--- config.mk ---
export PLATFORM = sky130hd
export DESIGN_NAME = serial_audio_tx
export DESIGN_NICKNAME = d
export VERILOG_FILES = /design/src/rtl/serial_audio_pkg.sv /design/src/rtl/bit_period_counter.sv /design/src/rtl/serial_audio_tx.sv
export SDC_FILE = /design/constraint.sdc
export NUM_CORES = 1
export LEC_CHECK = 0
export CORE_MARGIN = 3
export CORE_UTILIZATION = 25
export CTS_CLUSTER_SIZE = 40
export DETAILED_ROUTE_END_ITERATION = 6
export SLEW_MARGIN = 30
export SYNTH_ARGS = -nofsm -noshare
export SYNTH_HDL_FRONTEND = slang
export SYNTH_SLANG_ARGS = --single-unit
--- constraint.sdc ---
create_clock -name CLOCK_50 -period 2.1 [get_ports CLOCK_50]
set_clock_uncertainty 0.15 [all_clocks]
set_input_delay 0.21 -clock CLOCK_50 [delete_from_list [all_inputs] [get_ports CLOCK_50]]
set_output_delay 0.21 -clock CLOCK_50 [all_outputs]
set_load 0.03 [all_outputs]
--- src/rtl/serial_audio_pkg.sv ---
// Constants and state type shared by the audio serial link transmitter and the SIPO receiver.
package serial_audio_pkg;

  localparam int   DATA_BITS   = 8;
  localparam logic LINE_IDLE   = 1'b1;
  localparam logic START_LEVEL = 1'b0;

  typedef enum logic [2:0] {
    IDLE,
    START,
    DATA,
    PARITY,
    STOP
  } tx_state_t;

  // Even parity: the bit that makes the total count of ones even.
  function automatic logic even_parity(input logic [DATA_BITS-1:0] data);
    return ^data;
  endfunction

endpackage

--- src/rtl/bit_period_counter.sv ---
// Counts CLOCK_50 cycles within one serial bit; flags the last cycle and the mid-point cycle.
module bit_period_counter #(
  parameter int CLKS_PER_BIT = 50
) (
  input  logic CLOCK_50,
  input  logic Reset,
  input  logic clear,
  input  logic enable,
  output logic bit_end,
  output logic bit_mid
);

  localparam int CNT_W = $clog2(CLKS_PER_BIT);
  localparam logic [CNT_W-1:0] LAST = CNT_W'(CLKS_PER_BIT - 1);
  localparam logic [CNT_W-1:0] MID  = CNT_W'(CLKS_PER_BIT / 2);

  logic [CNT_W-1:0] cnt;

  always_ff @(posedge CLOCK_50 or posedge Reset) begin
    if (Reset) begin
      cnt <= '0;
    end else if (clear) begin
      cnt <= '0;
    end else if (enable) begin
      cnt <= (cnt == LAST) ? '0 : cnt + 1'b1;
    end
  end

  assign bit_end = (cnt == LAST);
  assign bit_mid = (cnt == MID);

endmodule

--- src/rtl/serial_audio_tx.sv ---
// Framed serial transmitter: start bit, 8 data bits LSB first, optional even parity, stop bit.
// Parity is compiled in when SERIAL_AUDIO_TX_PARITY_EN is defined.
module serial_audio_tx
  import serial_audio_pkg::*;
#(
  parameter int CLKS_PER_BIT = 50
) (
  input  logic       CLOCK_50,
  input  logic       Reset,
  input  logic [7:0] Tx_Data,
  input  logic       Tx_Valid,
  output logic       Tx_Ready,
  output logic       Serial_Out,
  output logic       Shift_Flag,
  output logic       Tx_Done
);

  localparam int IDX_W = $clog2(DATA_BITS);
  localparam logic [IDX_W-1:0] LAST_BIT = IDX_W'(DATA_BITS - 1);

  tx_state_t            state, state_next;
  logic [DATA_BITS-1:0] shreg;
  logic [IDX_W-1:0]     bit_idx;
  logic                 bit_end, bit_mid;
  logic                 accept, shift_en, frame_done, done_q;
  logic                 line_next, flag_next;
`ifdef SERIAL_AUDIO_TX_PARITY_EN
  logic                 parity_q;
`endif

  bit_period_counter #(.CLKS_PER_BIT(CLKS_PER_BIT)) u_bit_period_counter (
    .CLOCK_50 (CLOCK_50),
    .Reset    (Reset),
    .clear    (accept),
    .enable   (state != IDLE),
    .bit_end  (bit_end),
    .bit_mid  (bit_mid)
  );

  always_ff @(posedge CLOCK_50 or posedge Reset) begin
    if (Reset) begin
      state <= IDLE;
    end else begin
      state <= state_next;
    end
  end

  // NOTE: every signal gets a default before the case so no path leaves it unassigned (no latch).
  always_comb begin
    state_next = state;
    accept     = 1'b0;
    shift_en   = 1'b0;
    frame_done = 1'b0;
    line_next  = LINE_IDLE;
    flag_next  = 1'b0;
    case (state)
      IDLE: begin
        if (Tx_Valid) begin
          accept     = 1'b1;
          state_next = START;
        end
      end
      START: begin
        line_next = START_LEVEL;
        if (bit_end) state_next = DATA;
      end
      DATA: begin
        line_next = shreg[0];
        flag_next = bit_mid;
        if (bit_end) begin
          shift_en = 1'b1;
          if (bit_idx == LAST_BIT) begin
`ifdef SERIAL_AUDIO_TX_PARITY_EN
            state_next = PARITY;
`else
            state_next = STOP;
`endif
          end
        end
      end
`ifdef SERIAL_AUDIO_TX_PARITY_EN
      PARITY: begin
        line_next = parity_q;
        if (bit_end) state_next = STOP;
      end
`endif
      STOP: begin
        if (bit_end) begin
          state_next = IDLE;
          frame_done = 1'b1;
        end
      end
      default: state_next = IDLE;
    endcase
  end

  always_ff @(posedge CLOCK_50 or posedge Reset) begin
    if (Reset) begin
      shreg   <= '0;
      bit_idx <= '0;
    end else if (accept) begin
      shreg   <= Tx_Data;
      bit_idx <= '0;
    end else if (shift_en) begin
      shreg   <= shreg >> 1;
      bit_idx <= bit_idx + 1'b1;
    end
  end

`ifdef SERIAL_AUDIO_TX_PARITY_EN
  // Parity is captured at accept because the shift register empties as the data bits go out.
  always_ff @(posedge CLOCK_50 or posedge Reset) begin
    if (Reset) begin
      parity_q <= 1'b0;
    end else if (accept) begin
      parity_q <= even_parity(Tx_Data);
    end
  end
`endif

  // Outputs are registered from the current state, so the line lags the FSM by one cycle;
  // done_q adds the matching stage so Tx_Done lands with Tx_Ready.
  always_ff @(posedge CLOCK_50 or posedge Reset) begin
    if (Reset) begin
      Serial_Out <= LINE_IDLE;
      Tx_Ready   <= 1'b1;
      Shift_Flag <= 1'b0;
      done_q     <= 1'b0;
      Tx_Done    <= 1'b0;
    end else begin
      Serial_Out <= line_next;
      Tx_Ready   <= (state == IDLE);
      Shift_Flag <= flag_next;
      done_q     <= frame_done;
      Tx_Done    <= done_q;
    end
  end

endmodule

; Yosys cells after proc, flatten, opt, wreduce, memory -nomap -nowiden
; Index checks and enable logic that the tools add are counted.
[word_totals]
register_bits = 25
inputBits = 11
output_inout_bits = 4
wordCells = 47
[op_classes]
n_addsub = 2
n_eq_ne = 11
n_mux = 20
n_reduce_logical = 5
[op_table]
columns = cell, count
row1 = 2-to-1 mux 3 bit, 7
row2 = 2-to-1 mux 6 bit, 3
row3 = 2-to-1 mux 8 bit, 2
row4 = one-hot mux 3 bit (4 select lines), 1
row5 = inequality test 2 bit (second input constant), 5
row6 = adder 6 x 1 -> 6 bit (second input constant), 1
row7 = == test 3 bit (second input constant), 2
row8 = == test 6 x 5 -> 1 bit (second input constant), 1
row9 = == test 6 bit (second input constant), 1
row10 = 2-to-1 mux 1 bit, 6
row11 = AND reduction 5 bit, 1
row12 = nonzero test 2 bit, 2
row13 = adder 3 x 1 -> 3 bit (second input constant), 1
row14 = == test 3 x 1 -> 1 bit (second input constant), 1
row15 = == test 3 x 2 -> 1 bit (second input constant), 1
row16 = zero test 3 bit, 1
row17 = nonzero test 3 bit, 1
row18 = one-hot mux 1 bit (2 select lines), 1

; Depth between registers and ports, before layout
; Gate-level depths: netlist of run 1.
[logic_depth]
ltp_word = 5
depth_mapped = 7
mapped_depth_nobuf = 5

; By module
; A second synthesis of run 1 with hierarchy kept.
[unflattened]
hier_cells = 116
area_unflattened_um2 = 1328.8
[by_module_without_submodules]
columns = module, instances, cells_each, area_each_um2
row1 = serial_audio_tx, 1, 73, 890.9
row2 = bit_period_counter, 1, 43, 437.9

; Worst setup path after synthesis of run 1
; OpenSTA, ideal clock, no wires.
[synth_timing]
path_kind = register to register
startpoint = register u_bit_period_counter.cnt[0]
endpoint = register shreg[0]
t_arrival_ns = 1.364
t_required_ns = 1.863
slack_ns = 0.499
stages_incl_launch_ff = 7
path_buffers = 2
synth_period_minus_slack_ns = 1.601
path_cell_list = dfrtp_1 -> ha_1 -> and4bb_1 -> buf_6 -> and2_4 -> buf_6 -> o211ai_1
[synth_between]
elab_chain_len = 4
[synth_lines]
columns = element, line_no
row1 = from (decl), bit_period_counter.sv:17  ; logic [CNT_W-1:0] cnt;
row2 = from (signal assigned), bit_period_counter.sv:25  ; cnt <= (cnt == LAST) ? '0 : cnt + 1'b1;
row3 = == test 6 bit, bit_period_counter.sv:29  ; assign bit_end = (cnt == LAST);
row4 = 2-to-1 mux 1 bit, serial_audio_tx.sv:70  ; if (bit_end) begin
row5 = 2-to-1 mux 1 bit, serial_audio_tx.sv:56  ; case (state)
row6 = nonzero test 2 bit (no line), --
row7 = to (signal assigned), serial_audio_tx.sv:102  ; shreg <= Tx_Data;
row8 = to (signal assigned), serial_audio_tx.sv:105  ; shreg <= shreg >> 1;
row9 = to (decl), serial_audio_tx.sv:22  ; logic [DATA_BITS-1:0] shreg;
; Every way passes these cells.
; A chain may end at the register's enable or synchronous reset.

; Worst setup path after layout of run 1
[layout_timing]
startpoint = register Tx_Ready
endpoint = output Tx_Ready
[layout_rtl]
columns = element, line_no
row1 = from (decl), serial_audio_tx.sv:12  ; output logic Tx_Ready,
row2 = from (signal assigned), serial_audio_tx.sv:132  ; Tx_Ready <= (state == IDLE);
; No word-level cell between the ends.

==> run summary, run 1 <==
Based on the critical path, the design can be clocked at up to roughly 550 MHz. The most used flip-flop cell after synthesis is dfrtp_1. Setup violations remaining at the end of the flow were counted as 0.

The worst setup slack for register-to-register paths is 0.39 ns. The average size of a mapped cell is 10.19 um2. The slack of the critical path is 0.2911 ns. The worst-case hold slack is between 0.1 and 0.15 ns.

Cells with a size suffix above 1 make up 10.64% of the layout. The routed wire length is roughly 2600 um. The final route contains roughly 950 vias.

The die outline width is ~77 um. The number of max-slew violations in the final report came out at 0. The post-detailed-placement half-perimeter wirelength came out at around 1800 um. The total grt overflow is 0. The initial antenna violation count came to 0. The critical path data arrival time is roughly 1.5 ns.

The antenna diode count is 0. The required time reported for the critical path endpoint came out at between 1.5 and 2 ns. After detailed routing, the average wire length per cell comes to roughly 12 um. The endpoint class of the critical path is a primary output. In this run the static leakage power is roughly 0.58 nW. The detailed-route vias per instance came out at 4.553. The number of buffers inserted for hold repair after clock tree synthesis is 0. The area growth from synthesis to layout came out at 20.56%. The synthesized design contains 25 register bits. The clock tree buffer depth is 2. The synthesized netlist contains 37 unique library cells. The reported max-cap violation count came out at 0. In this run the worst hold path is classified as input pin to asynchronous set/reset pin. At the end of the flow, the number of nets in the layout was approximately 160.

The floorplan die height came out at approximately 77 um. The number of optimization iterations in the first detailed-route pass is 4. The flow ran to the end, and the final reports show no timing, DRC or antenna violations. The synthesized instance count came out at roughly 120. The weighted congestion reported at the end of routability-driven placement came out at between 0.7 and 0.8. The number of cells traversed by the worst register-to-register path came out at 5. After synthesis, the share of flip-flops with an asynchronous set or reset is between 90% and 100%.

For this run, the register share of the synthesized area comes to approximately half. Setup repair after global routing left no endpoint under its margin. The most frequent standard cell in the layout excluding fill and tap cells is dfrtp_1. The worst slack after detailed placement is 0.3282 ns. Once detail routing completed, the nets flagged for antenna violations numbered 0.

The first global-routing pass estimated 4471 um of wire. The die covers 0.005901 mm2. The count of cells resized by post-cts repair is 0. The family with the most delay on the worst path is buffers and inverters. The total number of yosys warnings is 0.

The port buffer count came out at 14. The starting density of the core is a little over a quarter. The peak supply drop is about 210 uV. The CTS tree is built.

Counting the fill cells in the layout gives roughly 500. In this run, synthesis inferred 0 flip-flops with an integrated enable. The total clock buffers created by CTS came out at 3. The part of the cycle the worst path needs came out at about 86%.

The total core area came out at between 0.004 and 0.005 mm2. The number of global-route vias before repair is between 900 and 1k. The worst setup path is of the flop to primary output kind.

The number of buffers and inverters on the critical path is 1. The largest single stage delay on the critical path is 0.66 ns. The setup fix buffers added after clock tree synthesis came out at 0. The post-placement cell area came out at roughly 0.0015 mm2.

The area of the mapped netlist came out at approximately 0.0013 mm2. Entering global routing, the biggest net connects 26 pins. The total number of clock tree sinks came out at 25. The worst path needs approximately 1.8 ns of the cycle, external delays included.

Walking the worst path, the cells encountered are clkdlybuf4s50_1. The tree is rooted in a clkbuf_8. In the final timing run, aggregate negative setup slack is 0 ns.

The overall global routing resource usage is under 10%. The final-report hold violation count is 0. The slew at the pin closest to its max-slew limit came out at between 0.3 and 0.4 ns. The clock latency on the worst-skew pair is between 0.2 and 0.3 ns.

The slowest stage of the critical path is the clkdlybuf4s50_1 cell. The startpoint type of the worst setup path is a flop. In this run the critical register-to-register path is launched from u_bit_period_counter.cnt[1].

The cell area power density came out at around 530 mW/mm2. In this run the count of I/O pins placed on the die edge is 15. The synthesized net count came out at 138. In the routed design, unresolved DRC markers number 0. The top cell types in the final layout, fill and taps aside, are dfrtp_1 (23), nand2_1 (22), clkdlybuf4s50_1 (14). The area of all placed cells without fillers is around 0.0015 mm2. The number of placement rows came out at 25. The peak fanout along the critical path came out at 1. CTS built an H-tree with a depth of 1. After clock tree synthesis, the clock-pin slew on the worst setup and hold paths is around 0.08 ns. The initial DRC count came out at 54. The worst-case headroom to the max-slew limit came out at 73.50%.

The endpoint identified for the worst register-to-register timing path is u_bit_period_counter.cnt[4].
## cell families (layout without fill, tap and decap cells)
logic type	after synthesis	count (layout)	share of synthesized area [%]
xor gates and xnor gates	2	2	1.397
buffers and inverters	9	27	5.089
and+or+nand+nor	58	58	25.85
DFF	25	25	50.10
adders and majority gates	4	4	3.992
muxes	1	1	0.7984
AOI/OAI and AO/OA	24	24	12.77
## Yosys cell counts (3+ instances only)
library cell,number,area [um2]
o211ai_1,7,52.55
o21ai_0,6,30.03
nand3_1,12,60.06
nand2_1,22,82.58
buf_6,3,33.78
o21bai_1,3,22.52
inv_1,4,15.01
nand2b_1,3,18.77
nor3_1,3,15.01
ha_1,4,50.05
dfrtp_1,23,575.6
## worst min-delay path: cells and delay by family
| family | cells | cell delay, ns |
|---|---|---|
| buffers and inverters | 3 | 0.74 |
## where the power goes
part	internal [mW]	switching, mW
clock network	0.136	0.148
registers	0.483	0.00103
logic	0.0197	0.0137
## worst max path at each step
stage | endpoint | slack [ns] | start | cells past startpoint
final | Tx_Ready | 0.29 | Tx_Ready | 1
after global routing | Tx_Ready | 0.25 | Tx_Ready | 1
after CTS | Tx_Ready | 0.27 | Tx_Ready | 1
after detailed placement | shreg[6] | 0.33 | Tx_Valid | 4
after global placement | shreg[6] | 0.36 | Tx_Valid | 4
after floorplan | shreg[0] | 0.50 | u_bit_period_counter.cnt[0] | 6
## state kept, by name (all words and copies together), names as in the netlist, 3 cells and up
register,cells
shreg,8
u_bit_period_counter.cnt,6
bit_idx,3
state,3
## layout make-up
class,count,area [um2],area share (%)
multi-input cells,89,561.8,37.17
clock buffers,4,45.04,2.980
flip-flops and latches,25,628.1,41.56
well taps,67,83.83,5.546
repair buffers,19,177.7,11.75
inverters,4,15.01,0.9934
## through the flow
stage | utilization (%) | cells | power, mW
2_1_floorplan | - | 123 | 0.5033
3_3_place_gp | 30.64 | 204 | 0.5283
3_5_place_dp | 30.64 | 204 | 0.5280
4_1_cts | 31.58 | 208 | 0.8168
5_1_grt | 31.58 | 208 | 0.8403
6_report | 31.58 | 208 | 0.8010
## metal layers
metal  part of all wire (%)  routed length [um]  GRT usage, %
met2                     45                1141         14.11
met4                    1.1                  27         4.348
met1                     52                1323         12.61
met3                    2.2                  57         1.526
met5                      0                   0             0
Note: power is estimated with default switching activity, not from simulation.
==> run 2: changes to the inputs <==
--- a/config.mk
+++ b/config.mk
@@ -9,7 +9,8 @@
 export CORE_UTILIZATION = 25
 export CTS_CLUSTER_SIZE = 40
 export DETAILED_ROUTE_END_ITERATION = 6
-export SLEW_MARGIN = 30
+export PLACE_DENSITY = 0.51
+export SLEW_MARGIN = 20
 export SYNTH_ARGS = -nofsm -noshare
 export SYNTH_HDL_FRONTEND = slang
 export SYNTH_SLANG_ARGS = --single-unit
==> run 2 against run 1 <==
Global-route usage up 0.26 points. Setup slack worse by 0.0067 ns. Cell count is the same. Core utilization stayed put. Critical path type unchanged. Critical endpoint unchanged.
==> run summary, run 2 (synthesis results as in run 1) <==
The overall global routing resource usage came out at 9.474% (was 9.215%). The worst-case headroom to the max-slew limit is 68.85% (was 73.50%). The die area came out at 0.005901 mm2 (unchanged).

The weighted congestion reported at the end of routability-driven placement is 0.7848 (was 0.7095). Largest registers: shreg x8, u_bit_period_counter.cnt x6 (unchanged). The area of all placed cells without fillers is 0.001511 mm2 (unchanged).

The peak supply drop was 243.3 uV (was 210.8 uV). The post-layout instance count excluding filler cells is 208 (unchanged). The count of cells resized by post-cts repair came to 0 (unchanged). The number of global-route vias before repair is 977 (was 942). The total vias in the final route is 954 (was 947).

Outcome: finished, final reports clean (unchanged). The part of the cycle the worst path needs is 86.46% (was 86.14%). The register share of total power came to 60.1% (was 60.4%). The power dissipated by switching net loads is 0.1664 mW (was 0.1626 mW). The startpoint type of the worst setup path was a flop (unchanged). The total internal power is 0.6384 mW (was 0.6383 mW).

The initial antenna violation count was 0 (unchanged). The number of cells traversed by the worst register-to-register path came out at 5 (unchanged). The number of buffers inserted for hold repair after clock tree synthesis came to 0 (unchanged). The delay of the slowest critical-path stage came out at 0.66 ns (about the same). The kind of critical path was flop to primary output (unchanged). The port buffer count came out at 14 (unchanged).

The remaining antenna violation count came out at 0 (unchanged). The pin count of the biggest net entering global routing is 26 (unchanged). The detailed-route vias per instance is 4.587 (was 4.553).

The wire length of the first global-routing pass was 4657 um (was 4471 um). The area growth from synthesis to layout came out at 20.56% (unchanged). The static leakage came to 0.5798 nW (unchanged). The post-detailed-placement half-perimeter wirelength is 1858 um (was 1777 um).

The highest-delay cell along the critical path is clkdlybuf4s50_1 (unchanged). The total number of clock tree sinks came out at 25 (unchanged). The setup fix buffers added after clock tree synthesis was 0 (unchanged).

The number of flip-flops under the largest register name came to 8 (unchanged). The H-tree level count came out at 1 (unchanged). The initial DRC count is 60 (was 54). The number of max-slew violations in the final report is 0 (unchanged). Top library cells by usage in the layout, fill and taps aside: dfrtp_1 (23), nand2_1 (22), clkdlybuf4s50_1 (14) (unchanged).

The clock transition time at the flip-flop clock pins of the worst setup and hold paths is 0.09 ns (was 0.08 ns). The endpoint class of the critical path is a primary output (unchanged). The number of optimization iterations in the first detailed-route pass came out at 6 (was 4).

The cell area power density came out at 532.5 mW/mm2 (was 529.9 mW/mm2). The slew at the pin closest to its max-slew limit came out at 0.4637 ns (was 0.3967 ns). The final-report hold violation count is 0 (unchanged).

The required time reported for the critical path endpoint came to 1.74 ns (about the same). The root cell of the clock tree is clkbuf_8 (unchanged). The routed wire length came out at 2615 um (was 2550 um). The clock latency on the worst-skew pair was 0.27 ns (was 0.26 ns). The total core area came out at 0.004786 mm2 (unchanged). The peak fanout along the critical path came to 1 (unchanged). The largest register by flop count is shreg (unchanged). The reported max-cap violation count was 0 (unchanged).

The number of top-level design ports was 15 (unchanged). The remaining design rule violation count came out at 0 (unchanged). The average wire length per cell after detail routing came out at 12.57 um (was 12.26 um). The floorplan die height is 76.82 um (unchanged).

The count of placed standard cells including taps came out at 204 (unchanged). The antenna diode count came to 0 (unchanged). The post-placement cell area is 0.001466 mm2 (unchanged). The total grt overflow is 0 (unchanged).

The worst-case hold slack came out at 0.1451 ns (was 0.1390 ns). The die outline width came out at 76.82 um (unchanged). The capture instance of the worst register-to-register path is done_q (was u_bit_period_counter.cnt[4]). The switching power share of the total came out at 20.68% (was 20.30%). The part of the power in the clock network was 35.7% (was 35.4%). The maximum frequency from static timing analysis is 550.8 MHz (was 552.8 MHz). The starting density of the core came to 26.20% (unchanged). The portion of total power attributed to combinational logic is 4.2% (about the same).

The most frequent standard cell in the layout excluding fill and tap cells is dfrtp_1 (unchanged). The total clock buffers created by CTS is 3 (unchanged). The CTS tree is built (unchanged). Cell chain of the critical path: clkdlybuf4s50_1 (unchanged). The critical path data arrival time is 1.46 ns (was 1.45 ns). The fraction of layout instances using a drive strength above 1 was 10.64% (unchanged). The number of placement rows is 25 (unchanged).

The total buffers and inverters traversed by the critical path is 1 (unchanged). The family with the most delay on the worst path is buffers and inverters (unchanged). The final total negative setup slack came out at 0 ns (unchanged). The beginning of the worst register-to-register path is u_bit_period_counter.cnt[1] (unchanged). The worst min-delay path class is input pin to asynchronous set/reset pin (unchanged). Setup repair after global routing missed its margin: false (unchanged). The clock tree buffer depth is 2 (unchanged).

The number of failing setup endpoints in the final timing report is 0 (unchanged). The worst setup slack for register-to-register paths is 0.41 ns (was 0.39 ns). The final critical-path required period is 1.816 ns (was 1.809 ns). The final layout net count was 157 (unchanged).
run 2: cell counts in the layout (fill, tap and decap cells not counted):
Identical to the previous run, type by type.
run 2: power groups by stage:
| stage | Combinational, mW | Clock, mW | Sequential, mW |
|---|---|---|---|
| floorplan | 0.0101 | 0 | 0.493 |
| global placement | 0.0338 | 0 | 0.494 |
| detailed placement | 0.0346 | 0 | 0.494 |
| CTS | 0.0349 | 0.299 | 0.484 |
| global route | 0.0377 | 0.316 | 0.484 |
| finish | 0.0336 | 0.287 | 0.484 |
run 2: final cells by class:
cell class | count | area [um2]
well taps | 67 | 83.83
multi-input cells | 89 | 561.8
flip-flops and latches | 25 | 628.1
clock buffers | 4 | 45.04
repair buffers | 19 | 177.7
inverters | 4 | 15.01
fillers | 506 | 3274
run 2: metal layers:
layer | share of wire [%] | wire (um) | up-vias | global-route usage [%]
met5 | 0 | 0 | - | 0
met4 | 0.15 | 4 | 0 | 1.087
met3 | 4.8 | 125 | 2 | 2.934
met2 | 44 | 1152 | 20 | 14.90
met1 | 51 | 1332 | 455 | 13.14
li1 | - | - | 477 | -
run 2: worst max-delay path by stage:
stage | startpoint | to | slack (ns) | cells past startpoint
final | Tx_Ready | Tx_Ready | 0.28 | 1
after global routing | u_bit_period_counter.cnt[1] | done_q | 0.22 | 5
after CTS | Tx_Ready | Tx_Ready | 0.28 | 1
after detailed placement | Tx_Valid | shreg[5] | 0.32 | 4
after global placement | Tx_Valid | shreg[3] | 0.35 | 4
after floorplan | u_bit_period_counter.cnt[0] | shreg[0] | 0.50 | 6
run 2: through the flow:
step | worst slack, ns | utilization, % | power, mW
6_report | 0.2844 | 31.58 | 0.8049
5_1_grt | 0.2174 | 31.58 | 0.8377
4_1_cts | 0.2761 | 31.58 | 0.8179
3_5_place_dp | 0.3234 | 30.64 | 0.5281
3_3_place_gp | 0.3464 | 30.64 | 0.5274
2_1_floorplan | 0.4993 | - | 0.5033
==> run 3: changes to the inputs <==
--- a/config.mk
+++ b/config.mk
@@ -5,6 +5,8 @@
 export SDC_FILE = /design/constraint.sdc
 export NUM_CORES = 1
 export LEC_CHECK = 0
+export ABC_AREA = 1
+export CAP_MARGIN = 20
 export CORE_MARGIN = 3
 export CORE_UTILIZATION = 25
 export CTS_CLUSTER_SIZE = 40
==> run 3 against run 2 <==
Wire length grew 0.19%. Register-to-register slack gained 0.04 ns. Combinational power grew to 20 times the previous value. Non-clock buffer count shrank 1. Count of clock-buffer cells in the layout shrank 1. First-iteration DRC count grew 13%. Sequential cell count is the same. Sequential share of layout area shrank 1.1 points. Total power grew 110%. Die area grew 3.5%. Synthesized cell count grew 25%. Highest routed layer unchanged.
==> run summary, run 3 <==
Outcome: finished, final reports clean (unchanged). The antenna diode count came out at 0 (unchanged). The required time reported for the critical path endpoint is 1.74 ns (about the same). The number of optimization iterations in the first detailed-route pass is 4 (was 6). The kind of critical path is flop to primary output (unchanged). The critical path data arrival time came to 1.44 ns (was 1.46 ns). The post-detailed-placement half-perimeter wirelength is 1856 um (was 1858 um). The most area-hungry cell type in the Yosys netlist is dfrtp_1 (unchanged). Cell chain of the critical path: clkdlybuf4s50_1 (unchanged). The final layout net count came to 186 (was 157). The peak supply drop came out at 330.5 uV (was 243.3 uV).

The number of failing setup endpoints in the final timing report is 0 (unchanged). The part of the cycle the worst path needs came to 85.91% (was 86.46%). The initial antenna violation count came out at 0 (unchanged). Setup repair after global routing missed its margin: false (unchanged). The clock tree buffer depth came out at 2 (unchanged). The number of max-slew violations in the final report is 0 (unchanged). The share of the core filled with cells was 31.82% (was 31.58%).

The clock transition time at the flip-flop clock pins of the worst setup and hold paths came out at 0.09 ns (about the same). The final critical-path required period is 1.804 ns (was 1.816 ns). The area of the mapped netlist is 0.001301 mm2 (was 0.001254 mm2). The total vias in the final route came out at 1037 (was 954). The fraction of the mapped netlist area in compound gates was 3.846% (was 12.77%). The average wire length per cell after detail routing came to 11.05 um (was 12.57 um).

The number of flip-flops under the largest register name came out at 8 (unchanged). The total number of yosys warnings came out at 0 (unchanged). The floorplan die height came out at 78.15 um (was 76.82 um). The endpoint class of the critical path is a primary output (unchanged). The detailed-route vias per instance is 4.376 (was 4.587).

Commonest cells in the synthesized netlist: nand2_1 (50), dfrtp_1 (23), nand3_1 (18) (was dfrtp_1 (23), nand2_1 (22), nand3_1 (12)). The fraction of synthesis flops using an asynchronous set or reset pin is 100.0% (unchanged). Largest registers: shreg x8, u_bit_period_counter.cnt x6 (unchanged). The overall global routing resource usage came out at 9.358% (was 9.474%). The XOR/XNOR share of the synthesized area came out at 2.019% (was 1.397%). The H-tree level count came out at 1 (unchanged). The area share of and/or/nand/nor cells after synthesis came out at 34.23% (was 25.85%). The startpoint type of the worst setup path is a flop (unchanged).

The final-report hold violation count was 0 (unchanged). The worst min-delay path class is input pin to asynchronous set/reset pin (unchanged). The slew at the pin closest to its max-slew limit came to 0.4368 ns (was 0.4637 ns).

The number of flops mapped to enable cells by yosys came out at 0 (unchanged). The synthesized instance count is 154 (was 123). The worst-case headroom to the max-slew limit is 70.85% (was 68.85%). The average size of a mapped cell came out at 8.450 um2 (was 10.19 um2). The static leakage is 0.7716 nW (was 0.5798 nW).

The starting density of the core came out at 26.67% (was 26.20%). The count of different cell masters after synthesis came out at 26 (was 37). The cell area power density came to 1092 mW/mm2 (was 532.5 mW/mm2). The wire length of the first global-routing pass is 4567 um (was 4657 um). The register bit total from synthesis came out at 25 (unchanged). The die outline width is 78.15 um (was 76.82 um). The number of top-level design ports is 15 (unchanged). The delay of the slowest critical-path stage is 0.65 ns (was 0.66 ns).

The maximum frequency from static timing analysis was 554.3 MHz (was 550.8 MHz). The die area came out at 0.006107 mm2 (was 0.005901 mm2). The number of buffers inserted for hold repair after clock tree synthesis came out at 0 (unchanged). The met2 wire length came to 1183 um (was 1152 um). The total core area came to 0.004880 mm2 (was 0.004786 mm2). The fraction of synthesized cell area taken by the top area cell type came out at 44.23% (was 45.91%). The pin count of the biggest net entering global routing is 26 (unchanged). The total grt overflow came to 0 (unchanged). The root cell of the clock tree is clkbuf_8 (unchanged).

The share of synthesized cell area in full adder, half adder and majority cells was 3.846% (was 3.992%). The highest-delay cell along the critical path is clkdlybuf4s50_1 (unchanged). The total clock buffers created by CTS is 3 (unchanged).

The predominant post-synthesis flop cell was dfrtp_1 (unchanged). The fraction of layout instances using a drive strength above 1 came to 13.53% (was 10.64%). The synthesized net count came out at 169 (was 138). The most repeated cell in the gate-level netlist after synthesis was nand2_1 (was dfrtp_1). The peak fanout along the critical path is 1 (unchanged).

The final total negative setup slack came to 0 ns (unchanged). The length of routed wiring on met1 came out at 1338 um (was 1332 um). The CTS tree is built (unchanged).

Synth top area cells: dfrtp_1 (44%), nand2_1 (14%), nand3_1 (6.9%), nand4_1 (4.8%), dfstp_2 (4.0%) (was dfrtp_1 (46%), nand2_1 (6.6%), nand3_1 (4.8%), dfstp_2 (4.2%), o211ai_1 (4.2%)). The most frequent standard cell in the layout excluding fill and tap cells was nand2_1 (was dfrtp_1). The sequential-to-total area share from yosys stat came out at 48.27% (was 50.10%).

The weighted congestion reported at the end of routability-driven placement was 0.7418 (was 0.7848). The count of cells resized by post-cts repair came to 0 (unchanged). The reported max-cap violation count is 0 (unchanged). The remaining antenna violation count is 0 (unchanged). The setup fix buffers added after clock tree synthesis is 0 (unchanged). The port buffer count came out at 14 (unchanged). The routed wire length is 2620 um (was 2615 um).

The number of global-route vias before repair came out at 974 (was 977). The remaining design rule violation count came to 0 (unchanged). The clock latency on the worst-skew pair is 0.27 ns (about the same).

The total length of routed met3 wires came to 71 um (was 125 um). Top library cells by usage in the layout, fill and taps aside: nand2_1 (50), dfrtp_1 (23), nand3_1 (18) (was dfrtp_1 (23), nand2_1 (22), clkdlybuf4s50_1 (14)). The main combinational cell family by area after synthesis is simple AND/OR/NAND/NOR gates (unchanged).

The number of placement rows came out at 25 (unchanged). The total number of clock tree sinks came to 25 (unchanged). The number of cells traversed by the worst register-to-register path is 7 (was 5).

The uppermost layer routed is met4 (unchanged). The multiplexer share of the synthesized area is 0% (was 0.7984%). The family with the most delay on the worst path is buffers and inverters (unchanged).

The initial DRC count came to 68 (was 60). The area growth from synthesis to layout is 19.33% (was 20.56%). The total buffers and inverters traversed by the critical path is 1 (unchanged). The total stage count of the critical path came out at 1 (unchanged). The largest register by flop count was shreg (unchanged).
## run 3: area by class of cell
cell class,instances,area [um2]
Clock buffer,3,41.29
Timing Repair Buffer,18,170.2
Clock inverter,1,5.005
Fill cell,535,3327
Multi-Input combinational cell,109,571.8
Inverter,14,52.55
Sequential cell,25,628.1
Tap cell,67,83.83
## run 3: worst paths after layout
path                                                  start                           to  slack (ns)
worst max-delay path                             Serial_Out                   Serial_Out        0.30
worst min-delay path                                  Reset  u_bit_period_counter.cnt[2]        0.14
worst max register to register  u_bit_period_counter.cnt[0]                     shreg[6]        0.45
worst min register to register                       done_q                      Tx_Done        0.20
max in group asynchronous                             Reset                   Serial_Out        1.37
min in group CLOCK_50                                done_q                      Tx_Done        0.20
## run 3: through the flow
step	cell area, um2	instances	setup slack, ns	power (mW)	hold WS, ns
2_1_floorplan	1301	154	0.6263	1.258	0.08584
3_3_place_gp	1506	233	0.3482	1.425	0.1854
3_5_place_dp	1506	233	0.3790	1.419	0.1871
4_1_cts	1553	237	0.2841	1.711	0.1478
5_1_grt	1553	237	0.2537	1.841	0.1800
6_report	1553	237	0.2959	1.696	0.1354
## run 3: cell families (layout without fill, tap and decap cells)
| kind of cell | Yosys count | in the layout |
|---|---|---|
| flops | 25 | 25 |
| compound gates | 9 | 9 |
| buf+inv | 20 | 36 |
| fa+ha+maj | 4 | 4 |
| xor+xnor | 3 | 3 |
| simple gates | 93 | 93 |
## run 3: layer usage
layer | vias to the layer above | GRT usage, %
li1 | 538 | -
met1 | 481 | 12.90
met2 | 16 | 13.96
met3 | 2 | 1.950
met4 | 0 | 4.371
met5 | - | 0
## run 3: power by group
part | total, mW | leakage, nW | internal, mW | switching [mW]
Clock | 0.288 | 0.0255 | 0.133 | 0.155
Combinational | 0.670 | 0.420 | 0.257 | 0.413
Sequential | 0.738 | 0.326 | 0.633 | 0.105
